==> config.mk <==
export PLATFORM = sky130hd
export DESIGN_NAME = comparator_serial_flat
export DESIGN_NICKNAME = d
export VERILOG_FILES = /design/src/rtl/comparator_serial_if.sv /design/src/rtl/comparator_serial.sv /design/src/flat_wrapper.sv
export SDC_FILE = /design/constraint.sdc
export NUM_CORES = 1
export LEC_CHECK = 0
export ABC_AREA = 0
export BUFFER_PORTS_ARGS = -buffer_cell sky130_fd_sc_hd__buf_2
export CORE_MARGIN = 5
export CORE_UTILIZATION = 50
export CTS_CLUSTER_DIAMETER = 150
export DETAILED_ROUTE_END_ITERATION = 8
export GPL_TIMING_DRIVEN = 0
export PLACE_DENSITY = 0.75
export SETUP_SLACK_MARGIN = 0.1
export SLEW_MARGIN = 20
export SYNTH_ARGS = -nofsm -noshare
export SYNTH_HDL_FRONTEND = slang
export SYNTH_SLANG_ARGS = --single-unit
export TNS_END_PERCENT = 50
==> constraint.sdc <==
create_clock -name clk -period 2.9 [get_ports clk]
set_clock_uncertainty 0.2 [all_clocks]
set_input_delay 0.58 -clock clk [delete_from_list [all_inputs] [get_ports clk]]
set_output_delay 0.58 -clock clk [all_outputs]
set_load 0.02 [all_outputs]
==> src/rtl/comparator_serial_if.sv <==
// Handshake/operand bundle for the digit-serial magnitude comparator.
interface comparator_serial_if #(
  parameter int WIDTH = 16
);
  logic             start;
  logic [WIDTH-1:0] A;
  logic [WIDTH-1:0] B;
  logic             signed_mode;
  logic             l;
  logic             e;
  logic             g;
  logic             busy;
  logic             done;
  logic             lt;
  logic             eq;
  logic             gt;

  modport master (
    output start, A, B, signed_mode, l, e, g,
    input  busy, done, lt, eq, gt
  );

  modport slave (
    input  start, A, B, signed_mode, l, e, g,
    output busy, done, lt, eq, gt
  );
endinterface

==> src/rtl/comparator_serial.sv <==
// Digit-serial magnitude comparator: walks the operands DIGIT bits per cycle,
// LSB slice first, so the most significant differing slice decides last.
module comparator_serial #(
  parameter int WIDTH = 16,
  parameter int DIGIT = 4
) (
  input logic          clk,
  input logic          rst_n,
  comparator_serial_if.slave bus
);
  localparam int N  = WIDTH / DIGIT;
  localparam int CW = (N > 1) ? $clog2(N) : 1;
  localparam logic [CW-1:0] LAST = CW'(N - 1);

  typedef enum logic [1:0] {IDLE, RUN, DONE} state_t;
  typedef enum logic [1:0] {R_EQ, R_LT, R_GT} res_t;

  state_t           state_q, state_d;
  logic             armed_q, armed_d;   // start accepted, RUN begins next edge
  logic [CW-1:0]    cnt_q, cnt_d;
  logic [WIDTH-1:0] a_q, a_d, b_q, b_d;
  logic             sgn_q, sgn_d;
  res_t             res_q, res_d;
  logic             lt_q, lt_d, eq_q, eq_d, gt_q, gt_d;

  res_t             seed;
  res_t             res_nxt;
  logic [DIGIT-1:0] sa, sb;
  logic             accept;

  // Seed normalisation: equal wins, then less, then greater, else equal
  always_comb begin
    seed = R_EQ;
    if (bus.e)      seed = R_EQ;
    else if (bus.l) seed = R_LT;
    else if (bus.g) seed = R_GT;
  end

  // Compare the current low slice; the top slice gets its sign bit flipped
  // in signed mode so two's-complement order maps onto unsigned order
  always_comb begin
    sa = a_q[DIGIT-1:0];
    sb = b_q[DIGIT-1:0];
    if (sgn_q && (cnt_q == LAST)) begin
      sa[DIGIT-1] = ~sa[DIGIT-1];
      sb[DIGIT-1] = ~sb[DIGIT-1];
    end
    res_nxt = res_q;
    if (sa > sb)      res_nxt = R_GT;
    else if (sa < sb) res_nxt = R_LT;
  end

  assign accept = bus.start && !armed_q && ((state_q == IDLE) || (state_q == DONE));

  // Next-state, datapath and result-flag update
  always_comb begin
    state_d = state_q;
    armed_d = armed_q;
    cnt_d   = cnt_q;
    a_d     = a_q;
    b_d     = b_q;
    sgn_d   = sgn_q;
    res_d   = res_q;
    lt_d    = lt_q;
    eq_d    = eq_q;
    gt_d    = gt_q;
    case (state_q)
      IDLE: begin
        if (armed_q) begin
          state_d = RUN;
          armed_d = 1'b0;
        end
      end
      RUN: begin
        res_d = res_nxt;
        a_d   = a_q >> DIGIT;
        b_d   = b_q >> DIGIT;
        cnt_d = cnt_q + 1'b1;
        if (cnt_q == LAST) begin
          state_d = DONE;
          cnt_d   = '0;
          lt_d    = (res_nxt == R_LT);
          eq_d    = (res_nxt == R_EQ);
          gt_d    = (res_nxt == R_GT);
        end
      end
      DONE:    state_d = IDLE;
      default: state_d = IDLE;
    endcase
    if (accept) begin
      a_d     = bus.A;
      b_d     = bus.B;
      sgn_d   = bus.signed_mode;
      res_d   = seed;
      cnt_d   = '0;
      armed_d = 1'b1;
      state_d = IDLE;
    end
  end

  // State register with synchronous active-low reset
  always_ff @(posedge clk) begin
    if (!rst_n) begin
      state_q <= IDLE;
      armed_q <= 1'b0;
      cnt_q   <= '0;
      a_q     <= '0;
      b_q     <= '0;
      sgn_q   <= 1'b0;
      res_q   <= R_EQ;
      lt_q    <= 1'b0;
      eq_q    <= 1'b0;
      gt_q    <= 1'b0;
    end else begin
      state_q <= state_d;
      armed_q <= armed_d;
      cnt_q   <= cnt_d;
      a_q     <= a_d;
      b_q     <= b_d;
      sgn_q   <= sgn_d;
      res_q   <= res_d;
      lt_q    <= lt_d;
      eq_q    <= eq_d;
      gt_q    <= gt_d;
    end
  end

  assign bus.busy = (state_q == RUN);
  assign bus.done = (state_q == DONE);
  assign bus.lt   = lt_q;
  assign bus.eq   = eq_q;
  assign bus.gt   = gt_q;
endmodule

==> src/flat_wrapper.sv <==
// flat-port wrapper written by rule: the top's interface ports become plain ports
module comparator_serial_flat 
#(
  parameter int WIDTH = 16,
  parameter int DIGIT = 4
)
  (clk, rst_n, bus_start, bus_A, bus_B, bus_signed_mode, bus_l, bus_e, bus_g, bus_busy, bus_done, bus_lt, bus_eq, bus_gt);
  comparator_serial_if #(.WIDTH(WIDTH)) bus_i ();
  input logic clk;
  input logic rst_n;
  input wire logic [$bits(bus_i.start)-1:0] bus_start;
  input wire logic [$bits(bus_i.A)-1:0] bus_A;
  input wire logic [$bits(bus_i.B)-1:0] bus_B;
  input wire logic [$bits(bus_i.signed_mode)-1:0] bus_signed_mode;
  input wire logic [$bits(bus_i.l)-1:0] bus_l;
  input wire logic [$bits(bus_i.e)-1:0] bus_e;
  input wire logic [$bits(bus_i.g)-1:0] bus_g;
  output wire logic [$bits(bus_i.busy)-1:0] bus_busy;
  output wire logic [$bits(bus_i.done)-1:0] bus_done;
  output wire logic [$bits(bus_i.lt)-1:0] bus_lt;
  output wire logic [$bits(bus_i.eq)-1:0] bus_eq;
  output wire logic [$bits(bus_i.gt)-1:0] bus_gt;
  assign bus_i.start = bus_start;
  assign bus_i.A = bus_A;
  assign bus_i.B = bus_B;
  assign bus_i.signed_mode = bus_signed_mode;
  assign bus_i.l = bus_l;
  assign bus_i.e = bus_e;
  assign bus_i.g = bus_g;
  assign bus_busy = bus_i.busy;
  assign bus_done = bus_i.done;
  assign bus_lt = bus_i.lt;
  assign bus_eq = bus_i.eq;
  assign bus_gt = bus_i.gt;
  comparator_serial #(.WIDTH(WIDTH), .DIGIT(DIGIT)) u_core (.clk(clk), .rst_n(rst_n), .bus(bus_i));
endmodule
==> impl_metrics.toml <==
[synth]
ys_warn_count = 0
yosys_register_bits = 43
synth_ff_type = "dfxtp_1"
syn-num-nets = 262
synth_edf_count = 0
syn_area_mm2 = 0.00182
syn_inst = 219
synthDistinctLibCells = 33
seq_area_frac_synth_pct = 47.4
synthArstFlopShare_pct = 0
avgSynthCellArea_um2 = 8.29

[detailed_routing]
routedWlPerCell_um = 13.6
vias = 1707
wl_mm = 4.26
drt_iter0_drc = 102
route.detailed.drc = 0
postRouteAntennaNets = 0
drt-pass1-iter-count = 4
viasPerCell = 5.44

[placed_design]
postPlaceCellArea_mm2 = 0.00209
globalplace.congestion = 0.812
place_ws_ns = 0.785
placed_cells = 308
hpwl_mm = 3.13
io_buffers = 43

[floorplanning]
core_area_mm2 = 0.00342
design.die.area_mm2 = 0.00494
io_pins = 44
die_w_um = 70.3
row_count = 21
initial_core_util_pct = 53.2
die_y_um = 70.3

[clock_tree]
numCtsBuffers = 5
clockRootBuffer = "clkbuf_4"
cts_max_path_buffers = 2
hold_buffers = 0
cts_resized = 0
cts_max_level = 2
clock_latency_ns = 0.35
cts_sinks = 43
cts_setup_buffers = 0
cts_tree = "built"
clkSlewWorstSetupHoldPaths_ns = 0.12

[setup_path]
cp-end-kind = "primary output"
worstSetupPathType = "reg2out"
cp.arrival_ns = 1.68
required_ns = 2.12
crit_fanout = 10
cp-start-kind = "flop"

[finish]
final_area_mm2 = 0.00213
mostFrequentLayoutCells = "52 x buf_2, 43 x dfxtp_1, 41 x nand2_1"
fill_cells = 328
area_growth_pct = 17.5
stdcell_count = 314
antennaDiodeCount = 0
drive_above_1_share_pct = 22.8
nNetsFinal = 312
regArea_um2 = 861
multi_input_area_um2 = 861
layout_commonest_cell = "buf_2"
fin_util_pct = 62.5

[timing]
hold_viol = 0
fin_crit_ns = 2.46
finalSetupViolCount = 0
tightestPinTransition_ns = 0.534
max_slew_margin_pct = 64.4
drv_slew = 0
setup-tns-final_ns = 0
finalCritPeriodShare_pct = 84.9
finalWorstSetupSlack_ns = 0.438
clock.fmax_mhz = 406
worst_hold_slack_ns = 0.250
rsz0062_at_grt = "false"

[grt]
grt_pass1_wl_mm = 7.27
grt_max_degree = 13
grt_pass1_vias = 1605
antenna_found_initial = 0
grt_usage_pct = 18.1
grt-ovfl-total = 0

[hold_path]
min_path_type = "in2reg"

[pwr]
power_density_mw_per_mm2 = 540
power_leakage_nw = 0.878
fin_total_pwr_mw = 1.15
peakVddDrop_v = 0.000323

[outcome]
outcome = "completed"

[job]
maxCapViolations = 0
layout make-up:
type,count,area share [%]
buffer,15,3.17
multi-input combinational,154,40.4
sequential,43,40.4
clock inverter,1,0.352
timing repair buffer,43,10.1
tap,46,2.70
inverter,7,1.23
clock buffer,5,1.76
where the power goes:
part           switching [mW]  leakage (nW)  internal (mW)
sequential             0.0255         0.352          0.633
combinational           0.132         0.502         0.0907
clock                   0.184        0.0232         0.0855
total                   0.342         0.878          0.809
flip-flops by register name, summed over array words and instances (netlist names), 2 cells and up:
| register | cells |
|---|---|
| u_core.b_q | 16 |
| u_core.cnt_q | 2 |
| u_core.res_q | 2 |
| u_core.state_q | 2 |
| u_core.a_q | 16 |
kinds of logic after synthesis:
logic type,Yosys count,synth area share [%]
compound gates,75,25.8
simple gates,74,18.4
flops,43,47.4
buf+inv,22,5.17
fa+ha+maj,4,2.76
xor+xnor,1,0.483
synth_stat cells (2+ instances only):
cell,count,area [µm²]
a22oi_1,24,180
nand2_1,41,154
o21ai_0,3,15.0
a21oi_1,39,195
nor2b_1,2,12.5
nor3_1,2,10.0
nor2_1,7,26.3
inv_1,6,22.5
buf_2,9,45.0
dfxtp_1,43,861
nand2b_1,3,18.8
ha_1,4,50.1
clkbuf_1,6,22.5
o311a_1,2,20.0
nand3_1,10,50.1
critical path: stages, from the launching register on:
cell,delay (ns)
dfxtp_1,0.44
nand2b_2,0.12
inv_2,0.09
buf_2,0.22
buf_2,0.26
buf_2,0.20
worst paths after layout:
| check | to | start | cells past startpoint | slack (ns) |
|---|---|---|---|---|
| worst min-delay path | u_core.b_q[15]$_SDFFE_PN0P_ | bus_B[15] | 3 | 0.25 |
| worst max-delay path | bus_busy | u_core.state_q[0]$_SDFFE_PP0P_ | 5 | 0.44 |
| worst max register to register | u_core.bus.gt$_SDFFE_PN0P_ | u_core.cnt_q[0]$_SDFFE_PP0P_ | 5 | 1.03 |
| worst min register to register | u_core.b_q[7]$_SDFFE_PN0P_ | u_core.b_q[7]$_SDFFE_PN0P_ | 2 | 0.26 |
layer usage:
layer,vias to the layer above,global-route usage (%),share of wire (%)
met5,-,0,0
met4,0,4.47,1.1
met3,7,5.31,5.0
met2,36,29.6,47
met1,780,23.4,46
li1,884,-,-
(Power assumes the default switching activity.)
